--- src/rtl/ram_loader_if.sv ---
// Bus bundle between the UART RAM loader and its environment.
// The master side drives start/rx; the slave side (the loader) drives RAM and status outputs.
interface ram_loader_if #(
    parameter int A = 8
);
    logic         start;
    logic         rx;
    logic         ram_enable;
    logic [A-1:0] ram_addr;
    logic [7:0]   ram_data;
    logic         busy;
    logic         done;
    logic         frame_err;

    modport master (
        output start, rx,
        input  ram_enable, ram_addr, ram_data, busy, done, frame_err
    );

    modport slave (
        input  start, rx,
        output ram_enable, ram_addr, ram_data, busy, done, frame_err
    );
endinterface

--- src/rtl/ram_loader.sv ---
// UART-fed RAM loader: receives a length byte, then that many data bytes,
// and writes them to consecutive RAM addresses starting at 0.
module ram_loader #(
    parameter int A            = 8,
    parameter int CLKS_PER_BIT = 16
) (
    input  logic         clk,
    input  logic         rst,
    ram_loader_if.slave  bus
);
    typedef enum logic [1:0] {RX_IDLE, RX_START, RX_DATA, RX_STOP} rx_state_e;
    typedef enum logic [1:0] {IDLE, LEN, DATA} ld_state_e;

    localparam int              CW      = $clog2(CLKS_PER_BIT);
    localparam logic [CW-1:0]   FULL_M1 = CW'(CLKS_PER_BIT - 1);
    localparam logic [CW-1:0]   HALF_M1 = CW'(CLKS_PER_BIT / 2 - 1);

    // Receiver state
    logic            sync1_q, sync2_q, rx_prev_q;
    rx_state_e       rx_state_q, rx_state_d;
    logic [CW-1:0]   cnt_q, cnt_d;
    logic [2:0]      bit_q, bit_d;
    logic [7:0]      shift_q, shift_d;
    logic            byte_evt, byte_good;

    // Loader state and registered outputs
    ld_state_e       ld_state_q, ld_state_d;
    logic [7:0]      rem_q, rem_d;
    logic [A-1:0]    addr_cnt_q, addr_cnt_d;
    logic            ram_enable_q, ram_enable_d;
    logic [A-1:0]    ram_addr_q, ram_addr_d;
    logic [7:0]      ram_data_q, ram_data_d;
    logic            busy_q, busy_d;
    logic            done_q, done_d;
    logic            frame_err_q, frame_err_d;

    // NOTE: every signal assigned here gets a default first, so no path leaves it unassigned and no latch is inferred.
    always_comb begin
        rx_state_d = rx_state_q;
        cnt_d      = cnt_q;
        bit_d      = bit_q;
        shift_d    = shift_q;
        byte_evt   = 1'b0;
        byte_good  = 1'b0;
        unique case (rx_state_q)
            RX_IDLE: begin
                if (rx_prev_q && !sync2_q) begin
                    rx_state_d = RX_START;
                    cnt_d      = '0;
                end
            end
            RX_START: begin
                if (cnt_q == HALF_M1) begin
                    cnt_d      = '0;
                    bit_d      = '0;
                    // A start bit that is high again at mid-bit was only a glitch.
                    rx_state_d = sync2_q ? RX_IDLE : RX_DATA;
                end else begin
                    cnt_d = cnt_q + 1'b1;
                end
            end
            RX_DATA: begin
                if (cnt_q == FULL_M1) begin
                    cnt_d   = '0;
                    shift_d = {sync2_q, shift_q[7:1]};
                    bit_d   = bit_q + 1'b1;
                    if (bit_q == 3'd7) rx_state_d = RX_STOP;
                end else begin
                    cnt_d = cnt_q + 1'b1;
                end
            end
            RX_STOP: begin
                if (cnt_q == FULL_M1) begin
                    cnt_d      = '0;
                    byte_evt   = 1'b1;
                    byte_good  = sync2_q;
                    rx_state_d = RX_IDLE;
                end else begin
                    cnt_d = cnt_q + 1'b1;
                end
            end
            default: rx_state_d = RX_IDLE;
        endcase
    end

    always_comb begin
        ld_state_d   = ld_state_q;
        rem_d        = rem_q;
        addr_cnt_d   = addr_cnt_q;
        ram_enable_d = 1'b0;
        ram_addr_d   = ram_addr_q;
        ram_data_d   = ram_data_q;
        busy_d       = busy_q;
        done_d       = done_q;
        frame_err_d  = frame_err_q;
        unique case (ld_state_q)
            IDLE: begin
                // Byte events here are dropped, even one coinciding with start.
                if (bus.start) begin
                    ld_state_d  = LEN;
                    busy_d      = 1'b1;
                    done_d      = 1'b0;
                    frame_err_d = 1'b0;
                    addr_cnt_d  = '0;
                end
            end
            LEN: begin
                if (byte_evt && !byte_good) begin
                    ld_state_d  = IDLE;
                    busy_d      = 1'b0;
                    frame_err_d = 1'b1;
                end else if (byte_evt) begin
                    rem_d = shift_q;
                    if (shift_q == 8'd0) begin
                        ld_state_d = IDLE;
                        busy_d     = 1'b0;
                        done_d     = 1'b1;
                    end else begin
                        ld_state_d = DATA;
                    end
                end
            end
            DATA: begin
                if (byte_evt && !byte_good) begin
                    ld_state_d  = IDLE;
                    busy_d      = 1'b0;
                    frame_err_d = 1'b1;
                end else if (byte_evt) begin
                    ram_enable_d = 1'b1;
                    ram_addr_d   = addr_cnt_q;
                    ram_data_d   = shift_q;
                    addr_cnt_d   = addr_cnt_q + 1'b1;
                    rem_d        = rem_q - 1'b1;
                    if (rem_q == 8'd1) begin
                        ld_state_d = IDLE;
                        busy_d     = 1'b0;
                        done_d     = 1'b1;
                    end
                end
            end
            default: ld_state_d = IDLE;
        endcase
    end

    // NOTE: sequential state uses non-blocking assignments so every flop samples pre-edge values.
    always_ff @(posedge clk) begin
        if (rst) begin
            sync1_q      <= 1'b1;
            sync2_q      <= 1'b1;
            rx_prev_q    <= 1'b1;
            rx_state_q   <= RX_IDLE;
            cnt_q        <= '0;
            bit_q        <= '0;
            shift_q      <= '0;
            ld_state_q   <= IDLE;
            rem_q        <= '0;
            addr_cnt_q   <= '0;
            ram_enable_q <= 1'b0;
            ram_addr_q   <= '0;
            ram_data_q   <= '0;
            busy_q       <= 1'b0;
            done_q       <= 1'b0;
            frame_err_q  <= 1'b0;
        end else begin
            sync1_q      <= bus.rx;
            sync2_q      <= sync1_q;
            rx_prev_q    <= sync2_q;
            rx_state_q   <= rx_state_d;
            cnt_q        <= cnt_d;
            bit_q        <= bit_d;
            shift_q      <= shift_d;
            ld_state_q   <= ld_state_d;
            rem_q        <= rem_d;
            addr_cnt_q   <= addr_cnt_d;
            ram_enable_q <= ram_enable_d;
            ram_addr_q   <= ram_addr_d;
            ram_data_q   <= ram_data_d;
            busy_q       <= busy_d;
            done_q       <= done_d;
            frame_err_q  <= frame_err_d;
        end
    end

    assign bus.ram_enable = ram_enable_q;
    assign bus.ram_addr   = ram_addr_q;
    assign bus.ram_data   = ram_data_q;
    assign bus.busy       = busy_q;
    assign bus.done       = done_q;
    assign bus.frame_err  = frame_err_q;
endmodule

--- src/flat_wrapper.sv ---
// flat-port wrapper written by rule: the top's interface ports become plain ports
module ram_loader_flat 
#(
    parameter int A            = 8,
    parameter int CLKS_PER_BIT = 16
)
  (clk, rst, bus_start, bus_rx, bus_ram_enable, bus_ram_addr, bus_ram_data, bus_busy, bus_done, bus_frame_err);
  ram_loader_if #(.A(A)) bus_i ();
  input  logic clk;
  input  logic rst;
  input wire logic [$bits(bus_i.start)-1:0] bus_start;
  input wire logic [$bits(bus_i.rx)-1:0] bus_rx;
  output wire logic [$bits(bus_i.ram_enable)-1:0] bus_ram_enable;
  output wire logic [$bits(bus_i.ram_addr)-1:0] bus_ram_addr;
  output wire logic [$bits(bus_i.ram_data)-1:0] bus_ram_data;
  output wire logic [$bits(bus_i.busy)-1:0] bus_busy;
  output wire logic [$bits(bus_i.done)-1:0] bus_done;
  output wire logic [$bits(bus_i.frame_err)-1:0] bus_frame_err;
  assign bus_i.start = bus_start;
  assign bus_i.rx = bus_rx;
  assign bus_ram_enable = bus_i.ram_enable;
  assign bus_ram_addr = bus_i.ram_addr;
  assign bus_ram_data = bus_i.ram_data;
  assign bus_busy = bus_i.busy;
  assign bus_done = bus_i.done;
  assign bus_frame_err = bus_i.frame_err;
  ram_loader #(.A(A), .CLKS_PER_BIT(CLKS_PER_BIT)) u_core (.clk(clk), .rst(rst), .bus(bus_i));
endmodule
--- config.mk ---
export PLATFORM = sky130hd
export DESIGN_NAME = ram_loader_flat
export DESIGN_NICKNAME = d
export VERILOG_FILES = /design/src/rtl/ram_loader_if.sv /design/src/rtl/ram_loader.sv /design/src/flat_wrapper.sv
export SDC_FILE = /design/constraint.sdc
export NUM_CORES = 1
export LEC_CHECK = 0
export ABC_AREA = 1
export CORE_MARGIN = 2
export CORE_UTILIZATION = 64
export CTS_BUF_LIST = sky130_fd_sc_hd__clkbuf_4 sky130_fd_sc_hd__clkbuf_8
export DETAILED_ROUTE_END_ITERATION = 10
export GPL_ROUTABILITY_DRIVEN = 0
export GPL_TIMING_DRIVEN = 1
export PLACE_DENSITY = 0.87
export SYNTH_ARGS = -nofsm -noshare
export SYNTH_HDL_FRONTEND = slang
export SYNTH_SLANG_ARGS = --single-unit
--- constraint.sdc ---
create_clock -name clk -period 4.2 [get_ports clk]
set_input_delay 0.63 -clock clk [delete_from_list [all_inputs] [get_ports clk]]
set_output_delay 0.63 -clock clk [all_outputs]
set_load 0.03 [all_outputs]
# ---- Yosys cells after proc, flatten, opt, wreduce, memory -nomap -nowiden
# Index checks and enable logic that the tools add are counted.
dict set report word_totals {
  word_cells 127
  input_bits 4
  reg_bits 58
  output_inout_bits 20
}
dict set report op_classes {
  n_bitwise 2
  n_eq_ne 26
  mux 54
  reduce_logical 25
  add_sub_neg 4
}
# cell n
set op_table {}
lappend op_table {{$mux 8} 7}
lappend op_table {{$pmux 8 s2} 2}
lappend op_table {{$mux 2} 13}
lappend op_table {{$mux 1} 20}
lappend op_table {{$ne 2x1->1 const B} 10}
lappend op_table {{$mux 4} 3}
lappend op_table {{$ne 3x1->1 const B} 4}
lappend op_table {{$pmux 4 s3} 1}
lappend op_table {{$reduce_and 5->1} 2}
lappend op_table {{$reduce_and 3->1} 3}
lappend op_table {{$add 8x1->8 const B} 1}
lappend op_table {{$eq 8x1->1 const B} 1}
lappend op_table {{$logic_not 8->1} 1}
lappend op_table {{$pmux 2 s4} 1}
lappend op_table {{$reduce_and 4->1} 2}
lappend op_table {{$reduce_and 8->1} 1}
lappend op_table {{$reduce_bool 2->1} 4}
lappend op_table {{$sub 8x1->8 const B} 1}
lappend op_table {{$eq 2x2->1 const B} 3}
lappend op_table {{$mux 3} 2}
lappend op_table {{$ne 2x2->1 const B} 3}
lappend op_table {{$pmux 1 s3} 2}
lappend op_table {{$pmux 2 s3} 1}
lappend op_table {{$pmux 3 s2} 1}
lappend op_table {{16 further kinds} 22}

# ---- Logic depth before layout (Yosys ltp)
# Gate-level depths: netlist (run 1).
dict set report logic_depth {
  depth_word 7
  mapped_depth 11
  ltp_nobuf 11
}

# ---- Worst setup path after synthesis (run 1)
# OpenSTA, ideal clock, no wires.
dict set report synth_path {
  kind {reg-to-reg}
  start {register u_core.ld_state_q[0]}
  end {register u_core.busy_q, in the netlist u_core.bus.busy}
  t_required_ns 4.087
  setup_slack_ns 2.621
  arrival_ns 1.466
  setup_time_ns 0.113
  n_path_buf 1
  synth_period_minus_slack_ns 1.579
  stages_incl_launch_ff 12
  cell_sequence {dfxtp_1 > inv_1 > ha_1 > buf_2 > inv_1 > nand2_1 > a21oi_1 > nand2_2 > nor2_2 > nand2_1 > nand2_1 > nor2_1}
}
dict set report synth_between {
  elab_chain_len 3
  word_cells_on_any_way 11
  classes_between {7 x eq/ne; 1 x mux; 3 x reduce/logical}
}
# element line_no
set synth_rtl {}
lappend synth_rtl {{start, declared} ram_loader.sv:27} ;# ld_state_e ld_state_q, ld_state_d;
lappend synth_rtl {{start signal, assigned} ram_loader.sv:172} ;# ld_state_q <= ld_state_d;
lappend synth_rtl {{$eq 2x1->1 (tied with other cells)} ram_loader.sv:96} ;# unique case (ld_state_q)
lappend synth_rtl {{$ne 3x1->1 (no line) (tied with other cells)} -}
lappend synth_rtl {{$reduce_and 6->1 (no line)} -}
lappend synth_rtl {{end signal, assigned} ram_loader.sv:178} ;# busy_q <= busy_d;
lappend synth_rtl {{end, declared} ram_loader.sv:33} ;# logic busy_q, busy_d;
# Several ways; a longest one is shown, not always the timed one.
# A chain may end at the register's enable or synchronous reset.

# ---- Final worst setup path (run 1)
dict set report layout_path {
  start {register u_core.ld_state_q[0]}
  end {register u_core.ram_data_q[7], in the netlist u_core.bus.ram_data[7]}
}
dict set report layout_between {
  elab_chain_len 2
}
# element line_no
set layout_rtl {}
lappend layout_rtl {{$eq 2x2->1} ram_loader.sv:96}
lappend layout_rtl {{$reduce_and 3->1 (no line)} -}
lappend layout_rtl {{end signal, assigned} ram_loader.sv:177} ;# ram_data_q <= ram_data_d;
lappend layout_rtl {{end, declared} ram_loader.sv:32} ;# logic [7:0] ram_data_q, ram_data_d;
# No other way between the ends.

==> results of run 1 <==
cell usage after synthesis, types with 3 or more instances:
library cell   n
nand2_2        4
dfxtp_1       58
inv_1         46
buf_2          4
a21oi_1       50
o21ai_0       44
ha_1          14
inv_2          3
nand4_1        3
clkbuf_1       6
nand2_1       70
nand3_1       14
nor2_1        35
where the power goes:
part	total, mW	leakage (nW)	internal, mW	switching (mW)
registers	0.583	0.469	0.568	0.0149
logic	0.175	0.766	0.0594	0.116
clock network	0.523	0.105	0.303	0.221
total	1.28	1.34	0.930	0.352
path summary, 6_finish.rpt:
path	start	slack (ps)	to	cells past startpoint
setup / recovery	u_core.ld_state_q[0]$_SDFFE_PP0P_	1820	u_core.bus.ram_data[7]$_SDFFE_PP0P_	6
hold / removal	u_core.sync1_q$_SDFF_PP1_	420	u_core.sync2_q$_SDFF_PP1_	1
setup reg to reg	u_core.ld_state_q[0]$_SDFFE_PP0P_	1820	u_core.bus.ram_data[7]$_SDFFE_PP0P_	6
hold reg to reg	u_core.sync1_q$_SDFF_PP1_	420	u_core.sync2_q$_SDFF_PP1_	1
worst max-delay path: cells and delay by family (launching register included):
| family | cells | cell delay, ps |
|---|---|---|
| AOI/OAI and AO/OA | 2 | 390 |
| adders and majority gates | 1 | 510 |
| buffers and inverters | 2 | 480 |
| DFF | 1 | 330 |
| and+or+nand+nor | 1 | 580 |
per-layer routing:
metal | global-route usage, % | up-vias | share of wire (%)
met5 | 0 | - | 0
met4 | 12.6 | 0 | 2.9
met3 | 8.72 | 29 | 5.4
met2 | 46.7 | 86 | 48
met1 | 31.3 | 1178 | 43
li1 | - | 1277 | -
registers in the layout, summed over array words and instances, names as in the netlist, 2 cells and up, named ones only:
signal	cells
u_core.shift_q	8
u_core.addr_cnt_q	8
u_core.ld_state_q	2
u_core.bus.ram_addr	8
u_core.cnt_q	4
u_core.bit_q	3
u_core.rem_q	8
u_core.bus.ram_data	8
stage by stage:
step / total power, mW / setup WS [ps]
6_report: 1.28 / 1820
3_5_place_dp: 0.765 / 1760
5_1_grt: 1.34 / 1540
4_1_cts: 1.29 / 1870
3_3_place_gp: 0.756 / 1840
2_1_floorplan: 0.722 / 2620
cell type report:
cell class / count / area share, %
tap: 50 / 1.94
clock inverter: 5 / 1.63
multi-input combinational: 259 / 42.5
timing repair buffer: 24 / 7.39
inverter: 49 / 5.72
sequential: 58 / 36.1
clock buffer: 11 / 4.71
cell families (layout without fill, tap and decap cells):
logic type / after synthesis / after routing / share of synthesized area, %
AOI/OAI and AO/OA: 104 / 104 / 19.4
DFF: 58 / 58 / 41.9
buffers and inverters: 61 / 89 / 8.84
adders and majority gates: 14 / 14 / 6.31
and+or+nand+nor: 139 / 139 / 23.0
xor gates and xnor gates: 2 / 2 / 0.632
==> out/metrics.csv, run 1 <==
metric,value,unit
outcome,"complete, no violations",
initial_core_util,67.9,%
synth_flop_cell,dfxtp_1,
period_needed,2380,ps
ioPinCount,24,
slew_violations,0,
clk_root_buffer_cell,clkbuf_8,
antenna_found_initial,0,
post_cts_resized,0,
clk_path_buf_depth,2,
final.setup.tns,0,ps
route.detailed.drc,0,
netlist_instances,378,
io_buffers,23,
die-height,69.8,um
vdd_drop_max,0.306,mV
period_share,56.7,%
grt_pass1_vias,2516,
ys_types,33,
cts_tree,built,
rsz0062_at_grt,false,
track_usage,27.5,%
fillers,291,
syn_to_final_growth,16.0,%
crit_path_top_delay_cell,nor2_4,
clock_skew,10.3,ps
finalWirelength,6.18,mm
final_area,3220,um2
maxCapViolCount,0,
fmax,420,MHz
critPathMostFrequentCell,inv_1,
insertion_delay,340,ps
holdWs,416,ps
grt_remaining_overflow,0,
required,4460,ps
grt_pass1_wl,10.7,mm
regArea,1160,um2
yosysTopAreaCell,dfxtp_1,
synth_area_leaders,"dfxtp_1 42%, nand2_1 9.5%, a21oi_1 9.0%",
crit_arrival,2640,ps
vias,2570,
ys_ff_latch,58,
yosys.area.top_type_share,41.9,%
crit_chain,inv_1 > ha_1 > inv_1 > nor2_4 > o21ai_0 > a21oi_1,
power_density,398,nW/um2
clk_pin_slew,70,ps
setup_viol,0,
leakage,1.34,nW
worstSetupPathType,flip-flop to flip-flop,
async_flop_share,0,%
ys_warn_count,0,
drt_iter0_drc,192,
start_kind,flip-flop,
fp.coreArea,4090,um2
die_x,69.8,um
critPathCaptureType,flip-flop,
cts_max_level,3,
std_cell_rows,23,
drt_pass1_iterations,5,
placed_cells,440,
hold_path_class,flip-flop to flip-flop,
seq_area_frac_synth,41.9,%
hold_buffers,0,
place_area,3010,um2
wl_per_cell,13.5,um
synth-edff-count,0,
multiInputGateArea,1370,um2
cts_buffers,9,
hpwlAfterDp,4.12,mm
drtAntennaViolNets,0,
via_per_inst,5.64,
crit_fanout,34,
synth_nets,396,
layoutNonFillerInstCount,456,
fin_nets,419,
grt_max_degree,39,
avgSynthCellArea,7.34,um2
antenna_cells,0,
worst_pin_slew,976,ps
critical_path.max_stage_delay,580,ps
hold_viol_final,0,
cts_setup_buffers,0,
cts_sinks,58,
synth_area,2770,um2
finish.utilization,78.7,%
max-slew-margin-rel,34.9,%
final_cell_mix,"70 x nand2_1, 58 x dfxtp_1, 50 x a21oi_1",
drive_gt1_share,7.88,%
mostFrequentLayoutCell,nand2_1,
die_area,4880,um2
No activity file was read; power rests on OpenSTA's default activity.
==> inputs of run 2 (changes only) <==
--- a/config.mk
+++ b/config.mk
@@ -7,12 +7,12 @@
 export LEC_CHECK = 0
 export ABC_AREA = 1
 export CORE_MARGIN = 2
-export CORE_UTILIZATION = 64
+export CORE_UTILIZATION = 54
 export CTS_BUF_LIST = sky130_fd_sc_hd__clkbuf_4 sky130_fd_sc_hd__clkbuf_8
 export DETAILED_ROUTE_END_ITERATION = 10
 export GPL_ROUTABILITY_DRIVEN = 0
 export GPL_TIMING_DRIVEN = 1
-export PLACE_DENSITY = 0.87
+export PLACE_DENSITY = 0.78
 export SYNTH_ARGS = -nofsm -noshare
 export SYNTH_HDL_FRONTEND = slang
 export SYNTH_SLANG_ARGS = --single-unit
==> constraint.sdc (replaced) <==
create_clock -name clk -period 2.1 [get_ports clk]
set_input_delay 0.315 -clock clk [delete_from_list [all_inputs] [get_ports clk]]
set_output_delay 0.315 -clock clk [all_outputs]
set_load 0.03 [all_outputs]
==> run 2 against run 1 <==
  * Global-route usage down 5.5 points
  * Sequential cell count unchanged
  * Sequential power up 99%
  * Register-to-register slack worse by 1400 ps
  * Total power up 110%
  * Die area up 17%
  * Combinational power up 98%
  * Design area up 3.2%
  * Critical path depth up 3
  * Largest cell class unchanged
  * Non-clock buffer count up 6
  * Maximum frequency up 40%
==> out/metrics.csv, run 2 (same netlist as run 1, synthesis figures left out) <==
metric,value,unit,change
outcome,"complete, no violations",,
critPathCaptureType,flip-flop,,
drt_pass1_iterations,6,,+1
worst_pin_slew,502,ps,-474 ps
crit_fanout,34,,unchanged
required,2330,ps,-2130 ps
whs_path_depth,1,,unchanged
crit_arrival,1940,ps,-700 ps
holdPathEnd,u_core.sync2_q$_SDFF_PP1_,,
finalWirelength,5.67,mm,-8.1%
track_usage,22.0,%,-5.5 points
setup_viol,0,,unchanged
period_share,81.2,%,+24 points
crit_chain,ha_1 > nand2_2 > nor2_8 > nand3_4 > nor2_4 > buf_4 > inv_1 > nor2_1 > nor2_1,,
worstSetupPathType,flip-flop to flip-flop,,
fmax,587,MHz,+40%
grt_remaining_overflow,0,,unchanged
hold_viol_final,0,,unchanged
std_cell_rows,26,,+13%
mostFrequentLayoutCell,nand2_1,,
start_kind,flip-flop,,
wl_per_cell,11.8,um,-13%
hold_start,u_core.sync1_q$_SDFF_PP1_,,
clock_skew,3.25,ps,-7.01 ps
clk_pin_slew,60,ps,about the same
p_int,1.97,mW,+110%
fin_nets,425,,+1.4%
power_density,800,nW/um2,+100%
fillers,430,,+48%
cts_max_level,3,,unchanged
worstRegToRegCells,9,,+3
r2r_start,u_core.cnt_q[0]$_SDFFE_PP0N_,,
hold_path_class,flip-flop to flip-flop,,
vias,2466,,-4.0%
hold_buffers,0,,unchanged
power.switching,0.686,mW,+95%
cts_sinks,58,,unchanged
combPwrFrac,13.1,%,-0.6 points
cts_tree,built,,
initial_core_util,55.0,%,-13 points
hpwlAfterDp,3.94,mm,-4.3%
drive_gt1_share,9.22,%,+1.3 points
grt_pass1_wl,9.49,mm,-12%
insertion_delay,330,ps,about the same
max-slew-margin-rel,66.4,%,+32 points
worst-path-buf-inv,2,,unchanged
regToRegSetupSlack,400,ps,-1420 ps
ioPinCount,24,,unchanged
finish.utilization,65.8,%,-13 points
clk_path_buf_depth,2,,unchanged
slew_violations,0,,unchanged
die_area,5730,um2,+17%
crit_path_top_delay_cell,dfxtp_1,,
fp.coreArea,5040,um2,+23%
rsz0062_at_grt,false,,
clkPwrFrac,43.1,%,+2.3 points
drtAntennaViolNets,0,,unchanged
die_x,75.7,um,+8.4%
antenna_found_initial,0,,unchanged
antenna_cells,0,,unchanged
leakage,1.38,nW,+3.2%
period_needed,1700,ps,-679 ps
seqPwrFrac,43.8,%,-1.7 points
grt_pass1_vias,2204,,-12%
final.setup.tns,0,ps,unchanged
clk_root_buffer_cell,clkbuf_8,,
cts_buffers,9,,unchanged
die-height,75.7,um,+8.4%
critPathMostFrequentCell,nor2_1,,
post_cts_resized,0,,unchanged
via_per_inst,5.12,,-9.2%
drt_iter0_drc,186,,-3.1%
cts_setup_buffers,0,,unchanged
final_cell_mix,"70 x nand2_1, 58 x dfxtp_1, 50 x a21oi_1",,
io_buffers,23,,unchanged
sw_frac_of_total,25.9,%,-1.6 points
syn_to_final_growth,19.6,%,
grt_max_degree,39,,unchanged
maxCapViolCount,0,,unchanged
critical_path.max_stage_delay,390,ps,-190 ps
route.detailed.drc,0,,unchanged
path_delay_family,simple AND/OR/NAND/NOR gates,,
vdd_drop_max,0.633,mV,+110%
worst_r2r_endpoint,u_core.bus.ram_addr[1]$_SDFFE_PP0P_,,
[run 2: power by group through the flow]
stage,clock network (mW),registers [mW],logic [mW]
2_1_floorplan,0,1.20,0.247
3_3_place_gp,0,1.19,0.341
3_5_place_dp,0,1.19,0.344
4_1_cts,1.16,1.16,0.346
5_1_grt,1.21,1.16,0.402
6_report,1.15,1.16,0.347
[run 2: layout make-up]
| class | instances | area (um2) | share of cell area (%) |
|---|---|---|---|
| multi-input combinational | 259 | 1370 | 41.2 |
| clock inverter | 5 | 77.6 | 2.34 |
| clock buffer | 11 | 145 | 4.37 |
| tap | 70 | 87.6 | 2.64 |
| timing repair buffer | 30 | 295 | 8.90 |
| sequential | 58 | 1160 | 35.0 |
| inverter | 49 | 184 | 5.54 |
[run 2: worst max path at each step]
stage	from	to	slack, ps	cells past startpoint
global placement	bus_start	u_core.addr_cnt_q[7]$_SDFFE_PP0P_	450	9
floorplan	u_core.ld_state_q[0]$_SDFFE_PP0P_	u_core.bus.busy$_SDFFE_PP0P_	520	11
detailed placement	u_core.cnt_q[0]$_SDFFE_PP0N_	u_core.bus.ram_data[2]$_SDFFE_PP0P_	410	8
global route	u_core.cnt_q[0]$_SDFFE_PP0N_	u_core.bus.ram_data[2]$_SDFFE_PP0P_	210	8
CTS	u_core.cnt_q[0]$_SDFFE_PP0N_	u_core.bus.ram_data[2]$_SDFFE_PP0P_	380	8
finish	u_core.cnt_q[0]$_SDFFE_PP0N_	u_core.bus.ram_addr[1]$_SDFFE_PP0P_	400	9
[run 2: layer usage]
metal | part of all wire [%] | up-vias | global-route usage (%) | wire [um]
li1 | - | 1288 | - | -
met1 | 48 | 1108 | 28.7 | 2710
met2 | 46 | 59 | 35.0 | 2590
met3 | 4.4 | 11 | 5.42 | 249
met4 | 2.1 | 0 | 9.16 | 119
met5 | 0 | - | 0 | 0
[run 2: metrics by stage]
stage	hold WS (ps)	cell area (um2)	instances	power, mW	setup WS, ps
3_5_place_dp	399	3100	466	1.53	409
4_1_cts	414	3320	482	2.67	384
6_report	411	3320	482	2.66	396
2_1_floorplan	389	2770	378	1.44	521
5_1_grt	447	3320	482	2.78	212
3_3_place_gp	399	3100	466	1.53	453
